## config.mk

```make
export PLATFORM = sky130hd
export DESIGN_NAME = cluster_pe_ctrl
export DESIGN_NICKNAME = d
export VERILOG_FILES = /design/src/rtl/cluster_pe_ctrl.sv
export SDC_FILE = /design/constraint.sdc
export NUM_CORES = 1
export LEC_CHECK = 0
export CORE_MARGIN = 3
export CORE_UTILIZATION = 46
export DETAILED_ROUTE_END_ITERATION = 10
export PLACE_DENSITY = 0.75
export SKIP_LAST_GASP = 1
export SLEW_MARGIN = 20
export SYNTH_ARGS = -nofsm -noshare
export SYNTH_HDL_FRONTEND = slang
export SYNTH_SLANG_ARGS = --single-unit
```

## constraint.sdc

```tcl
create_clock -name clk -period 5.05 [get_ports clk]
set_clock_uncertainty 0.05 [all_clocks]
set_input_delay 1.01 -clock clk [delete_from_list [all_inputs] [get_ports clk]]
set_output_delay 1.01 -clock clk [all_outputs]
set_load 0.02 [all_outputs]
```

## src/rtl/cluster_pe_ctrl.sv

```systemverilog
// cluster_pe_ctrl
// ---------------
// Sequencer for a single cluster_PE node of the k-d tree clustering datapath.
// A job runs one PE init, then repeats iterations of point accumulation,
// centre update and tree sort until the PE reports stable.
//
// Ports
//   clk, rst            clock (rising edge), asynchronous active-low reset
//   start, num_points   job request (sampled in IDLE) and points per iteration
//   pt_valid, pt_ready  point-stream handshake, a point moves when both are high
//   pe_stable           PE stable flag, sampled once per iteration after sorting
//   pe_switch_en        PE switch_en flag, gates the parent/child switch strobes
//   pe_*                PE control strobes
//   busy, done          job in progress, one-cycle completion pulse
//   timeout             job ended on the iteration cap, held until next start
//   iter_count          completed non-stable iterations of the current job
//
// Build option
//   CLUSTER_CTRL_ITER_LIMIT_EN  when defined, a job that is still unstable at
//   iteration MAX_ITER ends with timeout set. When undefined there is no cap,
//   timeout is tied low and iter_count saturates at all-ones.

module cluster_pe_ctrl #(
  parameter int MAX_DEPTH  = 16,
  parameter int DEPTH_SIZE = $clog2(MAX_DEPTH),
  parameter int CNT_W      = 16,
  parameter int MAX_ITER   = 64,
  parameter int ITER_W     = $clog2(MAX_ITER) + 1
) (
  input  logic              clk,
  input  logic              rst,
  input  logic              start,
  input  logic [CNT_W-1:0]  num_points,
  input  logic              pt_valid,
  output logic              pt_ready,
  input  logic              pe_stable,
  input  logic              pe_switch_en,
  output logic              pe_en,
  output logic              pe_init,
  output logic              pe_start_iter,
  output logic              pe_receive_point,
  output logic              pe_inc,
  output logic              pe_update,
  output logic              pe_sorting,
  output logic              pe_parent_switch,
  output logic              pe_child_switch,
  output logic              pe_next_level,
  output logic              busy,
  output logic              done,
  output logic              timeout,
  output logic [ITER_W-1:0] iter_count
);

  typedef enum logic [3:0] {
    S_IDLE,
    S_INIT,
    S_ITER,
    S_RECV,
    S_INC,
    S_UPD,
    S_SORT,
    S_CHECK,
    S_FIN
  } state_t;

  localparam logic [DEPTH_SIZE-1:0] SORT_LAST = DEPTH_SIZE'(MAX_DEPTH - 1);

  state_t                r_state;
  logic [CNT_W-1:0]      r_num_points;
  logic [CNT_W-1:0]      r_pt_cnt;
  logic [DEPTH_SIZE-1:0] r_sort;
  logic [ITER_W-1:0]     r_iter;

  logic [CNT_W-1:0]      w_pt_next;
  logic                  w_accept;

  assign w_pt_next = r_pt_cnt + 1'b1;
  assign w_accept  = (r_state == S_RECV) && pt_valid;

`ifdef CLUSTER_CTRL_ITER_LIMIT_EN
  logic r_timeout;
`endif

  always_ff @(posedge clk or negedge rst) begin
    if (!rst) begin
      r_state      <= S_IDLE;
      r_num_points <= '0;
      r_pt_cnt     <= '0;
      r_sort       <= '0;
      r_iter       <= '0;
`ifdef CLUSTER_CTRL_ITER_LIMIT_EN
      r_timeout    <= 1'b0;
`endif
    end else begin
      case (r_state)
        S_IDLE: begin
          if (start) begin
            r_num_points <= num_points;
            r_iter       <= '0;
`ifdef CLUSTER_CTRL_ITER_LIMIT_EN
            r_timeout    <= 1'b0;
`endif
            r_state      <= S_INIT;
          end
        end
        S_INIT: r_state <= S_ITER;
        S_ITER: begin
          r_pt_cnt <= '0;
          // An empty point set skips straight to the centre update.
          r_state  <= (r_num_points == '0) ? S_UPD : S_RECV;
        end
        S_RECV: begin
          if (pt_valid) r_state <= S_INC;
        end
        S_INC: begin
          r_pt_cnt <= w_pt_next;
          r_state  <= (w_pt_next == r_num_points) ? S_UPD : S_RECV;
        end
        S_UPD: begin
          r_sort  <= '0;
          r_state <= S_SORT;
        end
        S_SORT: begin
          r_sort <= r_sort + 1'b1;
          if (r_sort == SORT_LAST) r_state <= S_CHECK;
        end
        S_CHECK: begin
          if (pe_stable) begin
            r_state <= S_FIN;
`ifdef CLUSTER_CTRL_ITER_LIMIT_EN
          end else if (r_iter == ITER_W'(MAX_ITER - 1)) begin
            // iter_count is left at MAX_ITER-1 so the cap point is visible.
            r_timeout <= 1'b1;
            r_state   <= S_FIN;
          end else begin
            r_iter  <= r_iter + 1'b1;
            r_state <= S_ITER;
          end
`else
          end else begin
            if (r_iter != {ITER_W{1'b1}}) r_iter <= r_iter + 1'b1;
            r_state <= S_ITER;
          end
`endif
        end
        S_FIN:   r_state <= S_IDLE;
        default: r_state <= S_IDLE;
      endcase
    end
  end

  // Strobes are decoded from the state register so an asynchronous reset
  // clears all of them in the same cycle.
  assign busy             = (r_state != S_IDLE);
  assign pe_en            = busy;
  assign pe_init          = (r_state == S_INIT);
  assign pe_start_iter    = (r_state == S_ITER);
  assign pt_ready         = (r_state == S_RECV);
  assign pe_receive_point = w_accept;
  assign pe_next_level    = w_accept;
  assign pe_inc           = (r_state == S_INC);
  assign pe_update        = (r_state == S_UPD);
  assign pe_sorting       = (r_state == S_SORT);
  // Even sort steps switch at the parent, odd steps at the child.
  assign pe_parent_switch = pe_sorting && pe_switch_en && !r_sort[0];
  assign pe_child_switch  = pe_sorting && pe_switch_en &&  r_sort[0];
  assign done             = (r_state == S_FIN);
  assign iter_count       = r_iter;

`ifdef CLUSTER_CTRL_ITER_LIMIT_EN
  assign timeout = r_timeout;
`else
  assign timeout = 1'b0;
`endif

endmodule

```

# Yosys cells after proc, flatten, opt, wreduce, memory -nomap -nowiden
# Cells that the tools add are included.
dict set report word_totals {
  regBits 47
  wordCells 51
}
dict set report op_classes {
  n_addsub 3
  eq_ne 16
  muxes 13
  n_reduce_logical 14
}
# operator count
set ops {}
lappend ops {{16-bit case mux with 2 select lines} 1}
lappend ops {{4-bit case mux with 8 select lines} 1}
lappend ops {{7-bit 2-to-1 mux} 3}
lappend ops {{16-bit by 1-bit adder with 16-bit output, second input constant} 1}
lappend ops {{16-bit equality test} 1}
lappend ops {{4-bit by 3-bit equality test with 1-bit output, second input constant} 4}
lappend ops {{16-bit logical NOT} 1}
lappend ops {{4-bit 2-to-1 mux} 4}
lappend ops {{7-bit case mux with 2 select lines} 1}
lappend ops {{4-bit by 2-bit equality test with 1-bit output, second input constant} 2}
lappend ops {{4-bit equality test, second input constant} 2}
lappend ops {{2-bit != test, second input constant} 4}
lappend ops {{4-bit case mux with 2 select lines} 1}
lappend ops {{7-bit by 1-bit adder with 7-bit output, second input constant} 1}
lappend ops {{7-bit != test, second input constant} 1}
lappend ops {{3-bit 2-to-1 mux} 2}
lappend ops {{2-bit nonzero test} 3}
lappend ops {{4-bit by 1-bit adder with 4-bit output, second input constant} 1}
lappend ops {{4-bit by 1-bit equality test with 1-bit output, second input constant} 1}
lappend ops {{1-bit logical AND} 4}
lappend ops {{4-bit logical NOT} 1}
lappend ops {{4-bit AND reduction} 1}
lappend ops {{4-bit nonzero test} 1}
lappend ops {{3-bit AND reduction} 1}
lappend ops {{3 further kinds} 3}

# Longest topological paths before layout
# Gate-level depths: netlist of run 1.
dict set report logic_depth {
  word_depth 4
  depth_mapped 9
}

# Worst setup path before layout of run 1
# OpenSTA, ideal clock, no wires.
dict set report synth_timing {
  path_type {register to output}
  start {register r_state[3]}
  end {output pe_parent_switch}
  arrival_time_ps 1647
  t_required_ps 3990
  setup_slack_ps 2343
  stages_incl_launch_ff 6
  path_cell_list {dfrtp_1 clkbuf_1 nand2b_1 nor2_1 nand2_1 nor2_1}
}
dict set report synth_between {
  elab_chain_len 3
}
# element line
set synth_lines {}
lappend synth_lines {{start: declaration} 68} ;# state_t r_state;
lappend synth_lines {{start signal: assignment} 110} ;# r_state <= (r_num_points == '0) ? S_UPD : S_RECV;
lappend synth_lines {{start signal: assignment} 117} ;# r_state <= (w_pt_next == r_num_points) ? S_UPD : S_RECV;
lappend synth_lines {{4-bit by 3-bit equality test with 1-bit output} 163} ;# assign pe_sorting = (r_state == S_SORT);
lappend synth_lines {{net pe_sorting} 44} ;# output logic pe_sorting,
lappend synth_lines {{1-bit logical AND (2 in series)} 165} ;# assign pe_parent_switch = pe_sorting && pe_switch_en && !r_sort[0];
lappend synth_lines {{end: declaration} 45} ;# output logic pe_parent_switch,
# The timed path passes the listed nets, and every way through them passes these cells.

# Final worst setup path of run 1
dict set report layout_timing {
  start {register r_state[1]}
  end {output pe_inc}
}
dict set report layout_between {
  elab_chain_len 1
}
# element line
set layout_lines {}
lappend layout_lines {{4-bit by 3-bit equality test with 1-bit output} 161} ;# assign pe_inc = (r_state == S_INC);
lappend layout_lines {{end: declaration} 42} ;# output logic pe_inc,
# Every way passes these cells.

==> qor.yml, run 1 <==
placed_design:
  placed_area_um2: 3170
  portBuffers: 41
  pre_cts_ws_ns: 1.66
  place_hpwl_um: 4650
  place.gp.congestion: 0.913
timing:
  slew_headroom: 0.452
  setup_viol: 0
  whs_ns: 0.476
  hold_viol: 0
  setup_ws_ns: 1.32
  fmax_mhz: 268
  rsz0062_at_grt: "false"
  min_period_ns: 3.73
  worstMarginPinSlew_ns: 0.820
  period_share: 0.740
  tns_ns: 0
  report.final.slew_viol_count: 0
grt:
  grt_max_degree: 48
  grtUsageTotal: 0.186
  grt-busiest-layer: "met2"
  antenna_found_initial: 0
  grt_pass1_vias: 2287
  met2_usage: 0.293
  grtUsageMet3: 0.0355
  gr-total-overflow: 0
  grt_pass1_wl_um: 10700
  use_met1: 0.261
final_layout:
  syn_to_final_growth_pct: 17.8
  fin_area_um2: 3270
  fill_cells: 521
  final_nets: 389
  drive_above_1_share: 0.0438
  diodes: 0
die:
  coreArea_um2: 5680
  dieArea_um2: 6990
  die_x_um: 83.6
  rows: 27
  start_util: 0.489
  ios: 43
  die_h_um: 83.6
route:
  wl_per_cell_um: 14.5
  wl_um: 6320
  num_vias: 2441
  drtIter0Drc: 186
  drc: 0
  first_pass_iters: 4
  postRouteAntennaNets: 0
  vias_per_cell: 5.59
clock_network:
  clk_pin_slew_ns: 0.08
  clockBufferDepth: 2
  htree_levels: 2
  numClockSinks: 47
  post_cts_buffers: 0
  cts_hold_buf: 0
  cts_inserted_buffers: 5
  insertion_delay_ns: 0.30
  cts_root_buffer: "clkbuf_8"
  cts_tree: "done"
  cts.repair.resized: 0
outcome:
  outcome: "completed"
synthesis:
  synth_top_cell_area_share: 0.424
  ys_ff_latch: 47
  yosysTopAreaCell: "dfrtp_1"
  synth_area_um2: 2770
  syn_inst: 336
  yosysUniqueCellTypes: 46
  syn-num-nets: 361
  synth_warnings: 0
  syn_avg_cell_area_um2: 8.25
  async_flop_share: 1.00
  seq_area_frac_synth: 0.424
  synth_edf_count: 0
  synth_ff_type: "dfrtp_1"
  synthTopCellsByArea: "dfrtp_1, nand2_1, xnor2_1, nor2_1, o21ai_0"
critical_path:
  crit_arrival_ns: 2.67
  critPathMaxFanout: 16
  r2r-start: "r_pt_cnt[0]"
  reg2regPathDepth: 7
  crit_path_end_kind: "primary output"
  cp-start-kind: "flop"
  startpoint: "r_state[1]"
  required_ns: 3.99
  crit_type: "reg -> out"
power:
  power.total_w: 0.00147
  ir_drop_mv: 0.236
  p_leak_nw: 1.40
  powerDensity_nw_per_um2: 450
hold_path:
  min_path_type: "reg -> reg"
  min_from: "r_sort[2]"
  hold_depth: 1
flow_run:
  cap_violations: 0
==> state kept, by name, indices dropped and copies added (netlist names) <==
register and flops:
r_state 4, r_pt_cnt 16, r_num_points 16, r_sort 4, iter_count 7
==> final cells by class <==
class / instances / area (µm²) / area share
Multi-Input combinational cell: 263 / 1480 / 0.454
Sequential cell: 47 / 1180 / 0.360
Timing Repair Buffer: 41 / 408 / 0.125
Tap cell: 72 / 90.1 / 0.0276
Clock buffer: 6 / 72.6 / 0.0222
Inverter: 6 / 22.5 / 0.00690
Clock inverter: 2 / 12.5 / 0.00383
==> synth_stat cells (4+ instances only) <==
master	count
nor4_1	8
and3_1	5
nor2_1	35
nand3_1	10
inv_1	6
dfrtp_1	47
nand2_1	77
clkbuf_1	12
a21oi_1	10
o31ai_1	5
o21ai_0	25
xor2_1	9
nor3_1	11
a22o_1	6
nand4_1	9
xnor2_1	16
buf_4	4
==> worst max-delay path: stages (launching register included) <==
cell	delay, ns
dfrtp_1	0.48
nor2_1	0.32
nand2b_1	0.38
inv_1	0.50
clkdlybuf4s50_1	0.70
==> metal layers <==
metal  up-vias  share of wire
met5         -              0
met4         0          0.017
met3         8          0.053
met2        63           0.45
met1      1154           0.48
li1       1216              -
==> final timing paths <==
check / endpoint / slack, ns
worst min register to register: r_sort[2] / 0.48
worst max register to register: r_state[2] / 2.16
worst max-delay path: pe_inc / 1.32
min in group asynchronous: r_sort[0] / 0.65
worst min-delay path: r_sort[2] / 0.48
max in group asynchronous: r_pt_cnt[15] / 3.90
==> placed cells by master, fill, tap and decap left out, types with 2 or more instances in the layout <==
| cell | count |
|---|---|
| dfrtp_1 | 47 |
| ha_1 | 3 |
| nand4_1 | 9 |
| or3_1 | 3 |
| and3_1 | 5 |
| nand2b_1 | 3 |
| and2_1 | 3 |
| xor2_1 | 9 |
| o31ai_1 | 5 |
| nor2_1 | 35 |
| a31oi_1 | 2 |
| nor4_1 | 8 |
| a22o_1 | 6 |
| o21ai_0 | 25 |
| clkbuf_8 | 5 |
| nand3_1 | 10 |
| nor3_1 | 10 |
| inv_1 | 6 |
| clkdlybuf4s50_1 | 40 |
| xnor2_1 | 16 |
| mux2_2 | 2 |
| nand2_1 | 77 |
| a21oi_1 | 10 |
==> stage by stage <==
step / util / std cells
2_1_floorplan: - / 336
3_3_place_gp: 0.559 / 429
3_5_place_dp: 0.559 / 429
4_1_cts: 0.574 / 437
5_1_grt: 0.575 / 437
6_report: 0.575 / 437
==> logic make-up (layout without fill, tap and decap cells) <==
| logic type | after synthesis | in the layout | synth area share |
|---|---|---|---|
| compound gates | 61 | 61 | 0.142 |
| buf+inv | 26 | 55 | 0.0424 |
| simple gates | 171 | 171 | 0.290 |
| other cells | 1 | 1 | 0.00135 |
| xor+xnor | 25 | 25 | 0.0790 |
| mux | 2 | 2 | 0.00812 |
| fa+ha+maj | 3 | 3 | 0.0135 |
| flops | 47 | 47 | 0.424 |
==> power breakdown <==
part           internal (W)  total [W]  switching [W]
sequential         0.000472   0.000610       0.000138
clock             0.0000968   0.000221       0.000124
combinational      0.000280   0.000639       0.000359
total              0.000849    0.00147       0.000621
Power figures use the tool's default switching activity.
==> run 2: changes to the inputs <==
Clock period 5.05 ns to 3.7 ns, I/O delays scaled along.
==> run 2 against run 1 <==
  * Power increased by 40%
  * Sequential power increased by 37%
  * Sequential cell count unchanged
  * Utilization increased by 0.77 points
  * Non-clock buffer count increased by 4
  * Critical path type unchanged
  * Die area unchanged
  * Critical endpoint is now pe_child_switch
  * Register-to-register slack got worse by 1.2 ns
  * Sequential share of layout area decreased by 0.48 points
  * Global-route usage increased by 0.17 points
  * Clock-buffer cell count increased by 1
==> qor.yml, run 2 (same netlist as run 1, synthesis figures left out) <==
route:
  drtIter0Drc: 138
  wl_per_cell_um: 14.7
  drc: 0
  num_vias: 2505
  first_pass_iters: 5
  wl_um: 6500
  vias_per_cell: 5.68
  postRouteAntennaNets: 0
power:
  powerDensity_nw_per_um2: 621
  p_leak_nw: 1.42
  ir_drop_mv: 0.288
timing:
  period_share: 0.832
  whs_ns: 0.379
  min_period_ns: 3.08
  hold_viol: 0
  tns_ns: 0
  rsz0062_at_grt: "false"
  worstMarginPinSlew_ns: 0.891
  setup_viol: 0
  report.final.slew_viol_count: 0
  fmax_mhz: 325
  slew_headroom: 0.404
clock_network:
  htree_levels: 2
  cts_inserted_buffers: 5
  cts_hold_buf: 0
  numClockSinks: 47
  insertion_delay_ns: 0.30
  cts_root_buffer: "clkbuf_8"
  clk_pin_slew_ns: 0.09
  clockBufferDepth: 2
  cts.repair.resized: 0
  post_cts_buffers: 0
  cts_tree: "done"
final_layout:
  layout_common_cells: "nand2_1, dfrtp_1, clkdlybuf4s50_1"
  diodes: 0
  final_nets: 393
  multi_input_area_um2: 1480
  ff_latch_area_um2: 1180
  fill_cells: 514
  drive_above_1_share: 0.0542
  syn_to_final_growth_pct: 19.4
  final_common_cell: "nand2_1"
critical_path:
  worstReg2RegEnd: "r_state[1]"
  crit_slowest_cell: "clkdlybuf4s50_1"
  crit_path_end_kind: "primary output"
  crit_type: "reg -> out"
  reg2regPathDepth: 8
  cp-start-kind: "flop"
  r2r_setup_slack_ns: 0.96
  r2r-start: "r_pt_cnt[0]"
  critPathMaxFanout: 9
  required_ns: 2.91
  worst_path_largest_cell_delay_ns: 0.61
  path_cells: "nand2b_1, nor2_1, and3_1, clkdlybuf4s50_1"
  crit_arrival_ns: 2.29
die:
  die_h_um: 83.6
  start_util: 0.489
  die_x_um: 83.6
  rows: 27
  ios: 43
  coreArea_um2: 5680
  dieArea_um2: 6990
placed_design:
  place_hpwl_um: 4740
  portBuffers: 41
  place.gp.congestion: 0.869
grt:
  grtUsageTotal: 0.188
  antenna_found_initial: 0
  grt_max_degree: 48
  grt_pass1_wl_um: 11000
  grt_pass1_vias: 2316
  gr-total-overflow: 0
flow_run:
  cap_violations: 0
outcome:
  outcome: "completed"
hold_path:
  min_path_type: "in -> async"
[run 2: changes by cell type in the layout (fill, tap and decap cells not counted)]
cell	delta
nor3_1	+1
nor3_2	-1
buf_4	+4
clkbuf_1	-1
clkbuf_8	+2
clkinv_2	-1
[run 2: worst max path at each step]
stage          startpoint          endpoint  slack [ns]  cells past startpoint
6_report       r_state[3]   pe_child_switch        0.62                      4
4_1_cts        r_state[3]   pe_child_switch        0.62                      4
3_5_place_dp     pt_valid  pe_receive_point        0.88                      3
2_1_floorplan  r_state[3]  pe_parent_switch        1.26                      5
3_3_place_gp     pt_valid     pe_next_level        0.91                      3
5_1_grt        r_state[3]   pe_child_switch        0.49                      4
[run 2: power by group]
| group | leakage (nW) | total, W | internal (W) | switching (W) |
|---|---|---|---|---|
| clock | 0.0505 | 0.000343 | 0.000170 | 0.000172 |
| sequential | 0.624 | 0.000837 | 0.000644 | 0.000193 |
| combinational | 0.750 | 0.000877 | 0.000392 | 0.000485 |
| total | 1.42 | 0.00206 | 0.00121 | 0.000850 |
[run 2: metal layers]
metal	up-vias	global-route usage	routed length, µm
met3	9	0.0247	301
met5	-	0	0
li1	1228	-	-
met4	0	0.0556	87
met2	73	0.299	3000
met1	1195	0.268	3120
[run 2: area by class of cell]
cell class / count / area share
Tap cell: 72 / 0.0272
Timing Repair Buffer: 45 / 0.132
Sequential cell: 47 / 0.355
Inverter: 6 / 0.00681
Clock buffer: 7 / 0.0291
Clock inverter: 1 / 0.00227
Multi-Input combinational cell: 263 / 0.447
[run 2: stage by stage]
step	util	total power, W	instances	instance area [µm²]	setup slack, ns
global placement	0.564	0.00169	433	3200	0.907
detailed placement	0.564	0.00172	433	3200	0.879
floorplan	-	0.00142	336	2770	1.26
CTS	0.583	0.00207	441	3310	0.618
finish	0.583	0.00206	441	3310	0.622
global route	0.583	0.00221	441	3310	0.493
[run 2: worst max-delay path: cells and delay by family, from the launching register on]
kind | cells | cell delay [ns]
flip-flops | 1 | 0.48
buffers and inverters | 1 | 0.61
AND/OR/NAND/NOR | 3 | 0.90
==> run 3: changes to the inputs <==
Clock period 3.7 ns to 3.08 ns, I/O delays scaled along.
==> run 3 against run 2 <==
  * Wire length grew 1.8%
  * Sequential power up 19%
  * Via count about the same
  * Cell count up 0.23%
  * Critical path depth unchanged
  * Clock power up 36%
==> qor.yml, run 3 (same netlist as run 1, synthesis figures left out) <==
placed_design:
  portBuffers: 41
  place_hpwl_um: 4830
  place.gp.congestion: 0.919
timing:
  setup_viol: 0
  rsz0062_at_grt: "false"
  worstMarginPinSlew_ns: 0.737
  period_share: 0.955
  report.final.slew_viol_count: 0
  whs_ns: 0.247
  fmax_mhz: 340
  tns_ns: 0
  slew_headroom: 0.508
  hold_viol: 0
  min_period_ns: 2.94
critical_path:
  cp_top_family: "simple AND/OR/NAND/NOR gates"
  worst_path_largest_cell_delay_ns: 0.60
  startpoint: "r_state[3]"
  r2r-start: "r_pt_cnt[0]"
  worst-path-buf-inv: 1
  endpoint: "pe_child_switch"
  crit_type: "reg -> out"
  r2r_setup_slack_ns: 0.38
  crit_cells: 4
  path_cells: "nand2b_1, nor2_1, and3_1, clkdlybuf4s50_1"
  cp-start-kind: "flop"
  reg2regPathDepth: 8
  crit_slowest_cell: "clkdlybuf4s50_1"
  crit_path_end_kind: "primary output"
  critPathMaxFanout: 9
  crit_arrival_ns: 2.27
  worstReg2RegEnd: "r_state[2]"
  required_ns: 2.41
final_layout:
  utilization: 0.587
  final_nets: 394
  final_common_cell: "nand2_1"
  layout_common_cells: "nand2_1, dfrtp_1, clkdlybuf4s50_1"
  drive_above_1_share: 0.0568
  fill_cells: 521
  syn_to_final_growth_pct: 20.1
  diodes: 0
clock_network:
  numClockSinks: 47
  post_cts_buffers: 0
  clockBufferDepth: 2
  cts_inserted_buffers: 5
  insertion_delay_ns: 0.31
  clk_pin_slew_ns: 0.09
  htree_levels: 2
  cts_tree: "done"
  cts_root_buffer: "clkbuf_8"
  cts.repair.resized: 0
  cts_hold_buf: 0
flow_run:
  cap_violations: 0
die:
  dieArea_um2: 6990
  die_x_um: 83.6
  rows: 27
  ios: 43
  coreArea_um2: 5680
  die_h_um: 83.6
  start_util: 0.489
route:
  drtIter0Drc: 212
  wl_per_cell_um: 15.0
  wl_um: 6620
  postRouteAntennaNets: 0
  num_vias: 2504
  drc: 0
  vias_per_cell: 5.67
  first_pass_iters: 4
grt:
  grt_pass1_vias: 2402
  grt_max_degree: 48
  grt_pass1_wl_um: 11200
  grtUsageTotal: 0.194
  antenna_found_initial: 0
  gr-total-overflow: 0
power:
  power.total_w: 0.00255
  ir_drop_mv: 0.390
  p_leak_nw: 1.44
  p_seq_frac: 0.393
  p_int_w: 0.00150
  power_frac_comb: 0.423
  switching_share: 0.410
  powerDensity_nw_per_um2: 765
  p_switching_w: 0.00105
  p_clk_frac: 0.183
hold_path:
  min_path_type: "in -> async"
outcome:
  outcome: "completed"
run 3: cell types whose count changed in the layout (fill, tap and decap cells not counted):
cell        before  now
clkinv_4         0    1
clkinvlp_4       1    0
inv_6            0    1
buf_4            5    6
bufinv_16        0    1
clkbuf_8         7    5
run 3: cell type report:
cell class / instances / area (µm²) / area share
clock inverter: 3 / 47.5 / 0.0143
tap: 72 / 90.1 / 0.0271
clock buffer: 5 / 68.8 / 0.0207
multi-input combinational: 263 / 1480 / 0.444
sequential: 47 / 1180 / 0.353
inverter: 6 / 22.5 / 0.00676
timing repair buffer: 46 / 445 / 0.134
run 3: power by group through the flow:
stage               registers (W)  clock network [W]  logic, W
floorplan                0.000927                  0  0.000777
global placement         0.000998                  0   0.00105
detailed placement        0.00101                  0   0.00107
CTS                      0.000997           0.000485   0.00109
global route              0.00103           0.000505   0.00120
finish                    0.00100           0.000467   0.00108
run 3: metal layers:
layer,GRT usage,vias up,routed length (µm)
met5,0,-,0
met4,0.0833,0,156
met2,0.320,69,3190
met1,0.253,1184,2970
met3,0.0296,12,298
li1,-,1239,-
run 3: how the worst min path moves through the flow:
stage | to | slack [ns] | cells after the start
finish | r_sort[0] | 0.25 | 1
global route | r_sort[1] | 0.29 | 1
CTS | r_sort[1] | 0.46 | 1
detailed placement | r_sort[2] | 0.46 | 1
global placement | r_pt_cnt[15] | 0.45 | 1
floorplan | iter_count[0] | 0.27 | 0
run 3: worst register-to-register path, cell delays in order, from the launching register on:
cell and delay, ns:
dfrtp_1 0.47, ha_1 0.30, nand3_1 0.32, nor3_1 0.33, buf_4 0.22, o21ai_0 0.10
o31ai_1 0.37, a2111oi_2 0.14, o31a_2 0.30
run 3: stage by stage:
step           area [µm²]  cells  worst slack [ns]
6_report             3330    442             0.140
5_1_grt              3330    442           0.00731
4_1_cts              3330    442             0.131
3_5_place_dp         3210    434             0.435
3_3_place_gp         3210    434             0.529
2_1_floorplan        2770    336             0.731
